## config.mk

```make
export PLATFORM = sky130hd
export DESIGN_NAME = matmul_seq_ctrl
export DESIGN_NICKNAME = d
export VERILOG_FILES = /design/src/rtl/matmul_seq_ctrl.sv
export SDC_FILE = /design/constraint.sdc
export NUM_CORES = 1
export LEC_CHECK = 0
export CAP_MARGIN = 15
export CORE_MARGIN = 1
export CORE_UTILIZATION = 35
export CTS_CLUSTER_DIAMETER = 150
export DETAILED_ROUTE_END_ITERATION = 12
export PLACE_DENSITY = 0.72
export RECOVER_POWER = 50
export SETUP_SLACK_MARGIN = 0.05
export SLEW_MARGIN = 20
export SYNTH_ARGS = -nofsm -noshare
export SYNTH_HDL_FRONTEND = slang
export SYNTH_SLANG_ARGS = --single-unit
```

## constraint.sdc

```tcl
create_clock -name clk_i -period 2.5 [get_ports clk_i]
set_clock_uncertainty 0.1 [all_clocks]
set_input_delay 0.375 -clock clk_i [delete_from_list [all_inputs] [get_ports clk_i]]
set_output_delay 0.375 -clock clk_i [all_outputs]
set_load 0.03 [all_outputs]
```

## src/rtl/matmul_seq_ctrl.sv

```systemverilog
// matmul_seq_ctrl
// Sequencer for the matrix-multiply datapath. It fetches A rows, B rows and,
// optionally, C-bias elements from the scratchpad into the datapath operand
// registers. It then pulses the datapath start, waits for completion, writes
// the biased result matrix back, and reports done/error/overflow status.
//
// Ports
//   clk_i, rst_ni         clock, asynchronous active-low reset
//   start_i               request pulse, sampled only in IDLE
//   mode_i                1 = load C bias, 0 = zero bias
//   n/k/m_dim_i           matrix dimensions (A is NxK, B is KxM)
//   read_target_i         scratchpad bank for C-bias reads
//   write_target_i        scratchpad bank for result writes
//   sp_addr_o/rd/wr       single scratchpad port owned by this block
//   sp_rdata_i/sp_wdata_o scratchpad read / write data
//   ld_a/b/c_o, ld_idx_o, ld_data_o  operand load strobes, index and data
//   calc_start_o          one-cycle start pulse to the datapath
//   calc_done_i           datapath finished (level or pulse)
//   res_idx_o, res_data_i result element select / biased result element
//   flags_i, ovf_o        per-element overflow flags in, sticky copy out
//   wb_done_o             one-cycle pulse: writeback complete
//   busy_o, done_o, err_o status
//   dbg_state_o           current FSM state, for observation only
//
// Strobe semantics: every strobe (sp_rd_o, sp_wr_o, ld_*_o, calc_start_o,
// wb_done_o, done_o) is a registered single-cycle qualifier with no ready
// back-pressure. A read issued with sp_rd_o in cycle t has its data sampled
// from sp_rdata_i at the end of cycle t and presented on ld_*_o/ld_idx_o/
// ld_data_o in cycle t+1. A write is complete in the cycle sp_wr_o is high.

module matmul_seq_ctrl #(
    parameter int DATA_WIDTH = 8,
    parameter int BUS_WIDTH  = 16,
    parameter int ADDR_WIDTH = 32,
    localparam int MAX_DIM   = BUS_WIDTH / DATA_WIDTH,
    localparam int NELEM     = MAX_DIM * MAX_DIM,
    localparam int IDX_W     = (NELEM > 1) ? $clog2(NELEM) : 1
) (
    input  logic                  clk_i,
    input  logic                  rst_ni,
    input  logic                  start_i,
    input  logic                  mode_i,
    input  logic [2:0]            n_dim_i,
    input  logic [2:0]            k_dim_i,
    input  logic [2:0]            m_dim_i,
    input  logic [2:0]            read_target_i,
    input  logic [2:0]            write_target_i,
    output logic [ADDR_WIDTH-1:0] sp_addr_o,
    output logic                  sp_rd_o,
    input  logic [BUS_WIDTH-1:0]  sp_rdata_i,
    output logic                  sp_wr_o,
    output logic [BUS_WIDTH-1:0]  sp_wdata_o,
    output logic                  ld_a_o,
    output logic                  ld_b_o,
    output logic                  ld_c_o,
    output logic [IDX_W-1:0]      ld_idx_o,
    output logic [BUS_WIDTH-1:0]  ld_data_o,
    output logic                  calc_start_o,
    input  logic                  calc_done_i,
    output logic [IDX_W-1:0]      res_idx_o,
    input  logic [BUS_WIDTH-1:0]  res_data_i,
    input  logic [NELEM-1:0]      flags_i,
    output logic                  wb_done_o,
    output logic                  busy_o,
    output logic                  done_o,
    output logic                  err_o,
    output logic [NELEM-1:0]      ovf_o,
    output logic [3:0]            dbg_state_o
);

    typedef enum logic [3:0] {
        IDLE, LD_A, LD_B, LD_C, DRAIN, START, WAIT, WB, DONE
    } state_t;

    localparam logic [4:0]       CODE_A    = 5'b00100;
    localparam logic [4:0]       CODE_B    = 5'b01000;
    localparam logic [4:0]       CODE_C    = 5'b10000;
    localparam logic [IDX_W-1:0] ROW_LAST  = IDX_W'(MAX_DIM - 1);
    localparam logic [IDX_W-1:0] ELEM_LAST = IDX_W'(NELEM - 1);
    localparam logic [IDX_W-1:0] IDX_ZERO  = '0;

    state_t           state;
    logic [IDX_W-1:0] cnt;
    logic             mode_q;
    logic [2:0]       rd_bank_q;
    logic [2:0]       wr_bank_q;
    logic             dims_bad;

    function automatic logic [ADDR_WIDTH-1:0] mk_addr(input logic [4:0]       code,
                                                      input logic [IDX_W-1:0] idx,
                                                      input logic [2:0]       bank);
        logic [ADDR_WIDTH-1:0] a;
        a                 = '0;
        a[4:0]            = code;
        a[5 +: IDX_W]     = idx;
        a[5 + IDX_W +: 3] = bank;
        return a;
    endfunction

    function automatic logic dim_bad(input logic [2:0] d);
        return (d == 3'd0) || (int'({29'd0, d}) > MAX_DIM);
    endfunction

    assign dims_bad    = dim_bad(n_dim_i) || dim_bad(k_dim_i) || dim_bad(m_dim_i);
    // The result element is combinational from res_idx_o, so the write data
    // follows it directly; gating by sp_wr_o keeps it 0 outside writeback.
    assign sp_wdata_o  = sp_wr_o ? res_data_i : '0;
    assign dbg_state_o = state;

    always_ff @(posedge clk_i or negedge rst_ni) begin
        if (!rst_ni) begin
            state        <= IDLE;
            cnt          <= '0;
            mode_q       <= 1'b0;
            rd_bank_q    <= '0;
            wr_bank_q    <= '0;
            sp_addr_o    <= '0;
            sp_rd_o      <= 1'b0;
            sp_wr_o      <= 1'b0;
            ld_a_o       <= 1'b0;
            ld_b_o       <= 1'b0;
            ld_c_o       <= 1'b0;
            ld_idx_o     <= '0;
            ld_data_o    <= '0;
            calc_start_o <= 1'b0;
            res_idx_o    <= '0;
            wb_done_o    <= 1'b0;
            busy_o       <= 1'b0;
            done_o       <= 1'b0;
            err_o        <= 1'b0;
            ovf_o        <= '0;
        end else begin
            sp_rd_o      <= 1'b0;
            sp_wr_o      <= 1'b0;
            ld_a_o       <= 1'b0;
            ld_b_o       <= 1'b0;
            ld_c_o       <= 1'b0;
            calc_start_o <= 1'b0;
            wb_done_o    <= 1'b0;
            done_o       <= 1'b0;

            // Every load-state cycle has a read in flight; capture it for
            // presentation in the following cycle.
            if (state == LD_A || state == LD_B || state == LD_C) begin
                ld_idx_o  <= cnt;
                ld_data_o <= sp_rdata_i;
            end

            case (state)
                IDLE: begin
                    if (start_i) begin
                        mode_q    <= mode_i;
                        rd_bank_q <= read_target_i;
                        wr_bank_q <= write_target_i;
                        ovf_o     <= '0;
                        busy_o    <= 1'b1;
                        cnt       <= '0;
                        if (dims_bad) begin
                            err_o  <= 1'b1;
                            done_o <= 1'b1;
                            state  <= DONE;
                        end else begin
                            err_o     <= 1'b0;
                            sp_rd_o   <= 1'b1;
                            sp_addr_o <= mk_addr(CODE_A, IDX_ZERO, 3'd0);
                            state     <= LD_A;
                        end
                    end
                end
                LD_A: begin
                    ld_a_o  <= 1'b1;
                    sp_rd_o <= 1'b1;
                    if (cnt == ROW_LAST) begin
                        cnt       <= '0;
                        sp_addr_o <= mk_addr(CODE_B, IDX_ZERO, 3'd0);
                        state     <= LD_B;
                    end else begin
                        cnt       <= cnt + 1'b1;
                        sp_addr_o <= mk_addr(CODE_A, cnt + 1'b1, 3'd0);
                    end
                end
                LD_B: begin
                    ld_b_o <= 1'b1;
                    if (cnt != ROW_LAST) begin
                        cnt       <= cnt + 1'b1;
                        sp_rd_o   <= 1'b1;
                        sp_addr_o <= mk_addr(CODE_B, cnt + 1'b1, 3'd0);
                    end else if (mode_q) begin
                        cnt       <= '0;
                        sp_rd_o   <= 1'b1;
                        sp_addr_o <= mk_addr(CODE_C, IDX_ZERO, rd_bank_q);
                        state     <= LD_C;
                    end else begin
                        state <= DRAIN;
                    end
                end
                LD_C: begin
                    ld_c_o <= 1'b1;
                    if (cnt == ELEM_LAST) begin
                        state <= DRAIN;
                    end else begin
                        cnt       <= cnt + 1'b1;
                        sp_rd_o   <= 1'b1;
                        sp_addr_o <= mk_addr(CODE_C, cnt + 1'b1, rd_bank_q);
                    end
                end
                DRAIN: begin
                    calc_start_o <= 1'b1;
                    state        <= START;
                end
                START: begin
                    state <= WAIT;
                end
                WAIT: begin
                    if (calc_done_i) begin
                        cnt       <= '0;
                        sp_wr_o   <= 1'b1;
                        res_idx_o <= '0;
                        sp_addr_o <= mk_addr(CODE_C, IDX_ZERO, wr_bank_q);
                        state     <= WB;
                    end
                end
                WB: begin
                    // Flags are valid for the finished result; take them once.
                    if (cnt == IDX_ZERO) begin
                        ovf_o <= ovf_o | flags_i;
                    end
                    if (cnt == ELEM_LAST) begin
                        done_o    <= 1'b1;
                        wb_done_o <= 1'b1;
                        state     <= DONE;
                    end else begin
                        cnt       <= cnt + 1'b1;
                        sp_wr_o   <= 1'b1;
                        res_idx_o <= cnt + 1'b1;
                        sp_addr_o <= mk_addr(CODE_C, cnt + 1'b1, wr_bank_q);
                    end
                end
                DONE: begin
                    busy_o <= 1'b0;
                    state  <= IDLE;
                end
                default: begin
                    state <= IDLE;
                end
            endcase
        end
    end

endmodule

```

# [Word-level counts from Yosys, hierarchy flattened]
# Cells that the tools add are included.
[op_classes] addsub=1 magnitude_cmp=3 eq_ne=23 mux=49 bitwise=1 n_reduce_logical=25
[ops] op="32-bit 2-to-1 mux" count=7
[ops] op="32-bit one-hot mux with 6 select lines" count=1
[ops] op="4-bit 2-to-1 mux" count=9
[ops] op="4-bit one-hot mux with 8 select lines" count=1
[ops] op="2-bit inequality test (second input constant)" count=9
[ops] op="4-bit by 3-bit equality test with 1-bit output (second input constant)" count=4
[ops] op="16-bit 2-to-1 mux" count=1
[ops] op="1-bit 2-to-1 mux" count=15
[ops] op="2-bit 2-to-1 mux" count=6
[ops] op="2-bit one-hot mux with 5 select lines" count=1
[ops] op="3-bit by 2-bit greater-than comparator with 1-bit output (second input constant)" count=3
[ops] op="3-bit logical NOT" count=3
[ops] op="4-bit by 2-bit equality test with 1-bit output (second input constant)" count=2
[ops] op="4-bit one-hot mux with 2 select lines" count=1
[ops] op="1-bit logical OR" count=7
[ops] op="7-bit 2-to-1 mux" count=1
[ops] op="7-bit AND reduction" count=1
[ops] op="2-bit by 1-bit inequality test with 1-bit output (second input constant)" count=3
[ops] op="1-bit one-hot mux with 2 select lines" count=3
[ops] op="3-bit AND reduction" count=2
[ops] op="6-bit AND reduction" count=1
[ops] op="2-bit nonzero test" count=3
[ops] op="6-bit nonzero test" count=1
[ops] op="5-bit AND reduction" count=1
[ops] op="15 further kinds" count=16
[totals] reg_bits=79 input_bits=56 out_inout_bits=86 wordCells=122

# [Logic depth before layout (Yosys ltp)]
# Gate-level depths: netlist (run 1).
[logic_depth] ltp_word=7 depth_mapped=7 depth_no_buf=6

# [Worst setup path before layout (run 1)]
# OpenSTA, ideal clock, no wires.
[synth_path] kind="reg-to-reg" startpoint="reg cnt[1]" endpoint="reg sp_addr_o[4]" setup_time_ns=0.125 arrival_ns=1.981 t_required_ns=2.275 slack_ns=0.294 stages_incl_launch_ff=8 n_path_buf=1 synth_period_minus_slack_ns=2.206 path_cell_list="dfrtp_1 > inv_1 > ha_1 > and2b_4 > a2111oi_4 > o311a_1 > buf_6 > mux2_4"
[synth_via] elab_chain_cells=3 word_cells_on_any_way=8 classes_between="eq/ne: 5; mux: 2; reduce/logical: 1"
[synth_rtl] item="from (decl)" line="83" rtl="logic [IDX_W-1:0] cnt;"
[synth_rtl] item="from (signal assigned)" line="178" rtl="cnt <= cnt + 1'b1;"
[synth_rtl] item="from (signal assigned)" line="185" rtl="cnt <= cnt + 1'b1;"
[synth_rtl] item="from (signal assigned)" line="202" rtl="cnt <= cnt + 1'b1;"
[synth_rtl] item="2-bit by 1-bit inequality test with 1-bit output or 2-bit equality test (tied branches)" line="184, 199, 228"
[synth_rtl] item="3-bit by 2-bit inequality test with 1-bit output (no source line) (tied with other cells)"
[synth_rtl] item="7-bit AND reduction (no source line) or 32-bit one-hot mux with 6 select lines (tied branches)"
[synth_rtl] item="to (signal assigned)" line="179" rtl="sp_addr_o <= mk_addr(CODE_A, cnt + 1'b1, 3'd0);"
[synth_rtl] item="to (signal assigned)" line="187" rtl="sp_addr_o <= mk_addr(CODE_B, cnt + 1'b1, 3'd0);"
[synth_rtl] item="to (signal assigned)" line="191" rtl="sp_addr_o <= mk_addr(CODE_C, IDX_ZERO, rd_bank_q);"
[synth_rtl] item="to (decl)" line="48" rtl="output logic [ADDR_WIDTH-1:0] sp_addr_o,"
# Several ways; a longest one is shown, not always the timed one.
# A chain may end at the register's enable or synchronous reset.

# [Final worst setup path (run 1)]
[layout_path] startpoint="reg cnt[1]" endpoint="reg sp_addr_o[7]"
# Same word-level chain as after synthesis.

==> key figures, run 1 <==
Run status
  – Outcome: finished, violations left
  – Violations in the final reports: capacitance limit, slew limit

STA
  – Tmin final: 2.35 ns
  – Normalized max-slew margin: -7.06%
  – Setup TNS: 0 ns
  – Final number of hold-violating endpoints: 0
  – Unrepaired setup endpoints after global routing: no
  – Period utilisation layout: 93.8%
  – Actual transition at the worst max-transition pin: 1.61 ns
  – Final Max Tran Viols: 32
  – Final setup violation count: 0
  – Peak clock frequency supported by timing: 426 MHz

Synthesis
  – Post-Syn Area per Cell: 10.8 sq um
  – Count of state elements after synthesis: 55
  – Area fraction in compound gates after synthesis: 11.5%
  – Number of distinct library cells after synthesis: 52
  – Seq/Total Area, Yosys: 48.7%
  – Async SR Flop Fraction: 100%
  – Adder-Cell Fraction of Synth Area: 1.77%
  – Post-synthesis simple-gate area fraction: 15.7%
  – Dominant combinational cell family by area after synthesis: simple AND/OR/NAND/NOR gates
  – Synthesized netlist cell count: 262
  – Multiplexer fraction of the synthesized cell area: 10.3%
  – Yosys warning count: 0
  – Cell area after synthesis: 0.00283 sq mm
  – Number of synthesized flops with an enable pin: 0
  – Most common flop cell mapped by yosys: dfrtp_1
  – Xor and xnor fraction of the mapped netlist area: 1.24%

Pwr
  – Internal portion of total power: 2.07 mW
  – Worst vdd ir: 0.000340 V
  – Proportion of power drawn by the clock network: 13.8%
  – Combinational cell fraction of total power: 51.6%
  – Switching power as a share of total power: 42.3%
  – Proportion of power drawn by flip-flops and latches: 34.5%
  – Switching power: 1.52 mW
  – Static leakage power: 1.77 nW
  – Pwr dens: 877 mW/mm^2

Clock tree
  – Post-CTS Repair Setup Buffers: 0
  – Latest clock arrival within the worst-skew pair: 0.31 ns
  – Cts repair resizes: 0
  – Clock tree root buffer cell: clkbuf_8
  – Level count of the clock H-tree: 2
  – Reg clk slew, reported paths: 0.10 ns
  – Clock Sinks: 55
  – CTS Buf Count: 5
  – CTS tree: yes
  – Maximum clock insertion buffer count: 2
  – CTS hold repair buffers: 0

Die
  – Count of standard-cell rows: 32
  – Chip width: 91.9 microns
  – Effective utilization at floorplan: 36.4%
  – Die Footprint: 0.00845 sq mm
  – IO Count: 142
  – Placeable core region: 0.00777 sq mm
  – Die span in y: 91.9 microns

Final layout
  – # diodes: 0
  – Area used by multi-input combinational logic: 0.00123 sq mm
  – Storage element area: 0.00138 sq mm
  – Filler cell count in the final layout: 707
  – Post-route insts no fill: 487
  – Fraction of layout cells with a size suffix above 1: 12.2%
  – Final net count: 444
  – Signed area change from the synthesized netlist to the final layout: 44.9%

Critical path
  – Critical path class: register to register
  – Kind of launch point of the worst setup path: register
  – Worst Path Required: 2.60 ns
  – Terminus of the critical flop-to-flop path: sp_addr_o[7]
  – Worst r2r path cells: 6
  – Slack of the worst reg-to-reg path: 0.15 ns
  – WP data arrival: 2.45 ns
  – Critical-path top delay cell: o311a_1
  – Cell Chain, Critical Path: inv_1 -> ha_1 -> and2b_4 -> a2111oi_4 -> o311a_1 -> mux2_4
  – Crit path max fanout: 7
  – Delay of the slowest cell on the worst path: 0.44 ns
  – Crit Reg-Reg Startpoint: cnt[1]
  – CP endpoint kind: register

Detailed routing
  – Detailed-route wire length: 6.60 mm
  – Count of nets left with antenna violations after detail routing: 0
  – WL per Instance: 13.6 microns
  – Drc violations: 0
  – Number of optimization iterations in the first detailed-route pass: 4
  – Detailed router's first-iteration violation count: 125
  – Post-DR vias/cell: 4.64
  – Total number of vias: 2260

Global route
  – Antenna violations before repair: 0
  – Remaining global-route overflow: 0
  – Number of global-route vias before repair: 2169
  – Combined global-route utilization of all metal layers: 16.2%
  – Wire length of the first global-routing pass: 10.8 mm
  – Largest net degree at the start of global routing: 32

Flow run
  – Maximum capacitance violations: 1

Worst hold path
  – Worst hold path type: primary input to async pin

Place
  – Routability-driven placement congestion ratio: 0.880
  – HPWL after detailed placement: 5.18 mm
  – Dpl cells: 479
  – Number of port buffers: 117
[critical path, delay by kind of cell (launching register included)]
kind	cells	cell delay, ns
and+or+nand+nor	1	0.21
adders and majority gates	1	0.26
muxes	1	0.33
DFF	1	0.43
buffers and inverters	1	0.08
AOI/OAI and AO/OA	2	0.81
[worst max-delay path by stage]
stage,start,endpoint,slack [ns],depth (start not counted)
final,cnt[1],sp_addr_o[7],0.15,6
after CTS,cnt[1],sp_addr_o[8],0.16,6
after global routing,dbg_state_o[2],dbg_state_o[0],0.06,5
after floorplan,cnt[1],sp_addr_o[4],0.29,7
after global placement,n_dim_i[2],sp_addr_o[9],0.07,5
after detailed placement,n_dim_i[2],sp_addr_o[8],0.06,5
[power by group through the flow]
stage	combinational, mW	clock, mW	sequential (mW)
floorplan	0.928	0	1.53
global placement	1.88	0	1.26
detailed placement	1.90	0	1.27
CTS	1.91	0.514	1.25
global route	1.98	0.551	1.28
finish	1.86	0.497	1.24
[logic make-up (layout without fill, tap and decap cells)]
logic type	after synthesis	after routing
xor gates and xnor gates	4	4
muxes	25	25
and+or+nand+nor	83	83
DFF	55	55
buffers and inverters	46	146
AOI/OAI and AO/OA	44	44
other	1	24
adders and majority gates	4	4
[sequential cells by signal, summed over array words and instances, names as in the netlist, 2 cells and up]
name	count
sp_addr_o	8
ovf_o	4
wr_bank_q	3
ld_data_o	16
res_idx_o	2
ld_idx_o	2
rd_bank_q	3
cnt	2
dbg_state_o	4
[cell type report]
type | instances | share of cell area [%]
inverter | 10 | 0.916
sequential | 55 | 33.6
clock inverter | 3 | 0.458
timing repair buffer | 128 | 30.2
tap | 102 | 3.11
multi-input combinational | 184 | 30.1
clock buffer | 5 | 1.68
[cell usage after synthesis, types with 2 or more instances]
| cell | count | share of area [%] |
|---|---|---|
| dfrtp_1 | 55 | 49 |
| ha_1 | 4 | 1.8 |
| a31oi_1 | 2 | 0.44 |
| o21ai_0 | 7 | 1.2 |
| o21bai_1 | 3 | 0.80 |
| buf_4 | 25 | 6.6 |
| mux2_4 | 4 | 2.1 |
| xnor2_1 | 4 | 1.2 |
| a22o_1 | 4 | 1.2 |
| nand2b_1 | 2 | 0.44 |
| a21oi_1 | 12 | 2.1 |
| nor3_1 | 8 | 1.4 |
| o21a_1 | 2 | 0.53 |
| and2_1 | 19 | 4.2 |
| clkinv_1 | 2 | 0.27 |
| buf_6 | 4 | 1.6 |
| inv_1 | 8 | 1.1 |
| mux2i_1 | 3 | 1.1 |
| o22ai_1 | 2 | 0.44 |
| nand2_1 | 30 | 4.0 |
| o211ai_1 | 2 | 0.53 |
| nand3_1 | 2 | 0.35 |
| clkbuf_1 | 3 | 0.40 |
| buf_2 | 3 | 0.53 |
| nor2_1 | 8 | 1.1 |
| mux2_2 | 18 | 7.2 |
[per-stage QoR]
stage	cell area, sq um	hold WS (ns)	util (%)	setup slack [ns]	power (mW)
finish	4100	0.355	52.8	0.154	3.59
global route	4100	0.425	52.8	0.0578	3.81
CTS	4120	0.0115	53.0	0.160	3.67
detailed placement	4030	0.358	51.9	0.0583	3.17
global placement	4030	0.344	51.9	0.0749	3.14
floorplan	2920	-0.0206	-	0.294	2.46
[layout by cell type (no fill, tap or decap), drive strengths merged, types with 4 or more instances in the layout]
master,n
nand2,30
xnor2,4
a22o,4
ha,4
clkbuf,9
buf,8
a21oi,13
mux2,22
clkinv,4
inv,9
o21ai,7
dlygate4sd3,24
dfrtp,55
nor2,8
nor3,8
conb,24
clkdlybuf4s50,92
and2,19
[metal layers]
layer	vias to the layer above	global-route usage (%)	wire, microns
met4	0	3.91	51
met1	1062	20.0	2720
met5	-	0	0
met3	4	4.39	482
met2	108	28.0	3350
li1	1086	-	-
Note: power is estimated with default switching activity, not from simulation.
==> inputs of run 2 (changes only) <==
--- a/config.mk
+++ b/config.mk
@@ -10,7 +10,7 @@
 export CORE_UTILIZATION = 35
 export CTS_CLUSTER_DIAMETER = 150
 export DETAILED_ROUTE_END_ITERATION = 12
-export PLACE_DENSITY = 0.72
+export PLACE_DENSITY = 0.74
 export RECOVER_POWER = 50
 export SETUP_SLACK_MARGIN = 0.05
 export SLEW_MARGIN = 20
==> constraint.sdc (replaced) <==
create_clock -name clk_i -period 2.1 [get_ports clk_i]
set_clock_uncertainty 0.1 [all_clocks]
set_input_delay 0.315 -clock clk_i [delete_from_list [all_inputs] [get_ports clk_i]]
set_output_delay 0.315 -clock clk_i [all_outputs]
set_load 0.03 [all_outputs]
==> run 2 against run 1 <==
  * The flow now finishes without violations
  * Largest cell class unchanged
  * Worst hold slack improved by 0.024 ns
  * Via count increased by 2.6%
  * Sequential cell count unchanged
  * Clock power increased by 9.5%
  * Global-route usage about the same
  * Maximum frequency increased by 13%
  * Count of clock-buffer cells in the layout unchanged
==> key figures, run 2 (synthesized netlist as in run 1, its figures left out) <==
Global route
  – Combined global-route utilization of all metal layers: 16.2%
  – Remaining global-route overflow: 0
  – Wire length of the first global-routing pass: 10.8 mm
  – Largest net degree at the start of global routing: 21
  – Number of global-route vias before repair: 2230
  – Antenna violations before repair: 0

Final layout
  – Max FFs per register: 16
  – Fraction of layout cells with a size suffix above 1: 17.3%
  – Filler cell count in the final layout: 723
  – Final core area utilization: 53.8%
  – Final net count: 460
  – Signed area change from the synthesized netlist to the final layout: 47.8%
  – Total non-filler cell area in the finished layout: 0.00418 sq mm
  – Largest registers ranked by flip-flop count: ld_data_o x16, sp_addr_o x8
  – Register with the most flip-flops: ld_data_o
  – # diodes: 0
  – Most common cell after layout, fill and taps aside: clkdlybuf4s50_1
  – Commonest cells after routing, fill and taps aside: clkdlybuf4s50_1 (93), dfrtp_1 (53), nand2_1 (30)

Worst hold path
  – Number of stages on the worst hold path: 2
  – Worst hold path type: register to register
  – Worst Hold End: rd_bank_q[1]
  – Worst hold start: rd_bank_q[1]

Clock tree
  – CTS tree: yes
  – Latest clock arrival within the worst-skew pair: 0.31 ns
  – Maximum clock insertion buffer count: 2
  – Level count of the clock H-tree: 2
  – CTS Buf Count: 5
  – Reg clk slew, reported paths: 0.09 ns
  – Clock Sinks: 55
  – Clock tree root buffer cell: clkbuf_8

Place
  – HPWL after detailed placement: 5.34 mm
  – Routability-driven placement congestion ratio: 0.950
  – Number of port buffers: 117
  – Cell area after placement: 0.00412 sq mm

Critical path
  – Critical path class: register to register
  – CP endpoint kind: register
  – Crit path max fanout: 5
  – Kind of launch point of the worst setup path: register
  – WP data arrival: 2.16 ns
  – Crit Reg-Reg Startpoint: cnt[1]
  – Terminus of the critical flop-to-flop path: sp_addr_o[7]
  – Slack of the worst reg-to-reg path: 0.03 ns
  – Worst r2r path cells: 7
  – Worst Path Required: 2.19 ns

Die
  – Die Footprint: 0.00845 sq mm
  – Placeable core region: 0.00777 sq mm
  – Count of standard-cell rows: 32
  – Chip width: 91.9 microns
  – Die span in y: 91.9 microns
  – Effective utilization at floorplan: 36.4%
  – IO Count: 142

STA
  – Final Max Tran Viols: 0
  – Normalized max-slew margin: 33.1%
  – Final number of hold-violating endpoints: 0
  – Unrepaired setup endpoints after global routing: yes
  – Actual transition at the worst max-transition pin: 1.00 ns
  – Final setup violation count: 0
  – Peak clock frequency supported by timing: 484 MHz
  – Tmin final: 2.07 ns
  – Period utilisation layout: 98.5%

Detailed routing
  – Count of nets left with antenna violations after detail routing: 0
  – Number of optimization iterations in the first detailed-route pass: 4
  – Post-DR vias/cell: 4.63
  – WL per Instance: 13.7 microns
  – Total number of vias: 2319
  – Detailed router's first-iteration violation count: 176
  – Drc violations: 0
  – Detailed-route wire length: 6.84 mm

Flow run
  – Maximum capacitance violations: 0

Pwr
  – Pwr dens: 1050 mW/mm^2
  – Static leakage power: 1.86 nW
  – Worst vdd ir: 0.000367 V

Run status
  – Outcome: complete, no violations
==> run 2: worst max-delay path by stage <==
stage,start,cells after the start,to,slack (ns)
3_5_place_dp,n_dim_i[2],6,sp_addr_o[4],-0.19
5_1_grt,cnt[1],8,sp_addr_o[2],-0.004
4_1_cts,sp_wr_o,2,sp_wdata_o[13],0.02
2_1_floorplan,dbg_state_o[0],6,sp_addr_o[4],-0.02
6_report,cnt[1],7,sp_addr_o[7],0.03
3_3_place_gp,n_dim_i[2],6,sp_addr_o[7],-0.17
==> run 2: worst max-delay path: stages, from the launching register on <==
cell and delay [ns]:
dfrtp_1 0.42, inv_2 0.08, ha_4 0.16, and2b_4 0.17, a2111oi_4 0.33, o311a_1 0.25
buf_6 0.14, mux2_4 0.30
==> run 2: layer usage <==
layer	part of all wire, %	track usage [%]	vias up
met5	0	0	-
met2	52	29.1	114
met4	0.60	3.39	0
met1	40	19.4	1082
met3	7.7	4.15	6
li1	-	-	1117
==> run 2: final cells by class <==
cell class / instances / area (sq um) / share of cell area, %
Clock inverter: 1 / 7.51 / 0.180
Clock buffer: 5 / 68.8 / 1.65
Sequential cell: 55 / 1380 / 33.0
Multi-Input combinational cell: 184 / 1250 / 30.0
Inverter: 10 / 37.5 / 0.898
Tap cell: 102 / 128 / 3.05
Timing Repair Buffer: 144 / 1310 / 31.2
==> run 2: repair_timing <==
| action | in CTS | in global routing |
|---|---|---|
| endpoints found under the hold margin | 18 | 0 |
| setup endpoints to repair | 21 | 21 |
| pin swaps | 2 | 0 |
| setup buffers | 4 | 1 |
| gates resized for setup | 7 | 16 |
| hold buffers | 1 | 0 |
==> run 2: through the flow <==
stage / hold WS, ns / power [mW] / instances / setup WS, ns / setup TNS (ns)
global route: 0.397 / 4.63 / 501 / -0.00352 / -0.00900
global placement: 0.174 / 3.84 / 489 / -0.174 / -1.10
detailed placement: 0.176 / 3.88 / 489 / -0.186 / -1.20
finish: 0.379 / 4.38 / 501 / 0.0320 / 0
CTS: 0.374 / 4.46 / 500 / 0.0239 / 0
floorplan: -0.0806 / 2.93 / 285 / -0.0193 / -0.0773
==> run 2: report_power, final <==
part / internal (mW) / leakage [nW] / switching [mW]
clock network: 0.222 / 0.0361 / 0.322
registers: 1.28 / 0.686 / 0.158
logic: 1.03 / 1.13 / 1.36
total: 2.54 / 1.86 / 1.84
==> inputs of run 3 (changes only) <==
--- a/config.mk
+++ b/config.mk
@@ -5,6 +5,7 @@
 export SDC_FILE = /design/constraint.sdc
 export NUM_CORES = 1
 export LEC_CHECK = 0
+export ABC_CLOCK_PERIOD_IN_PS = 2100
 export CAP_MARGIN = 15
 export CORE_MARGIN = 1
 export CORE_UTILIZATION = 35
==> results of run 3 <==
No change in the layout: final DEF, timing and power equal those of run 2.
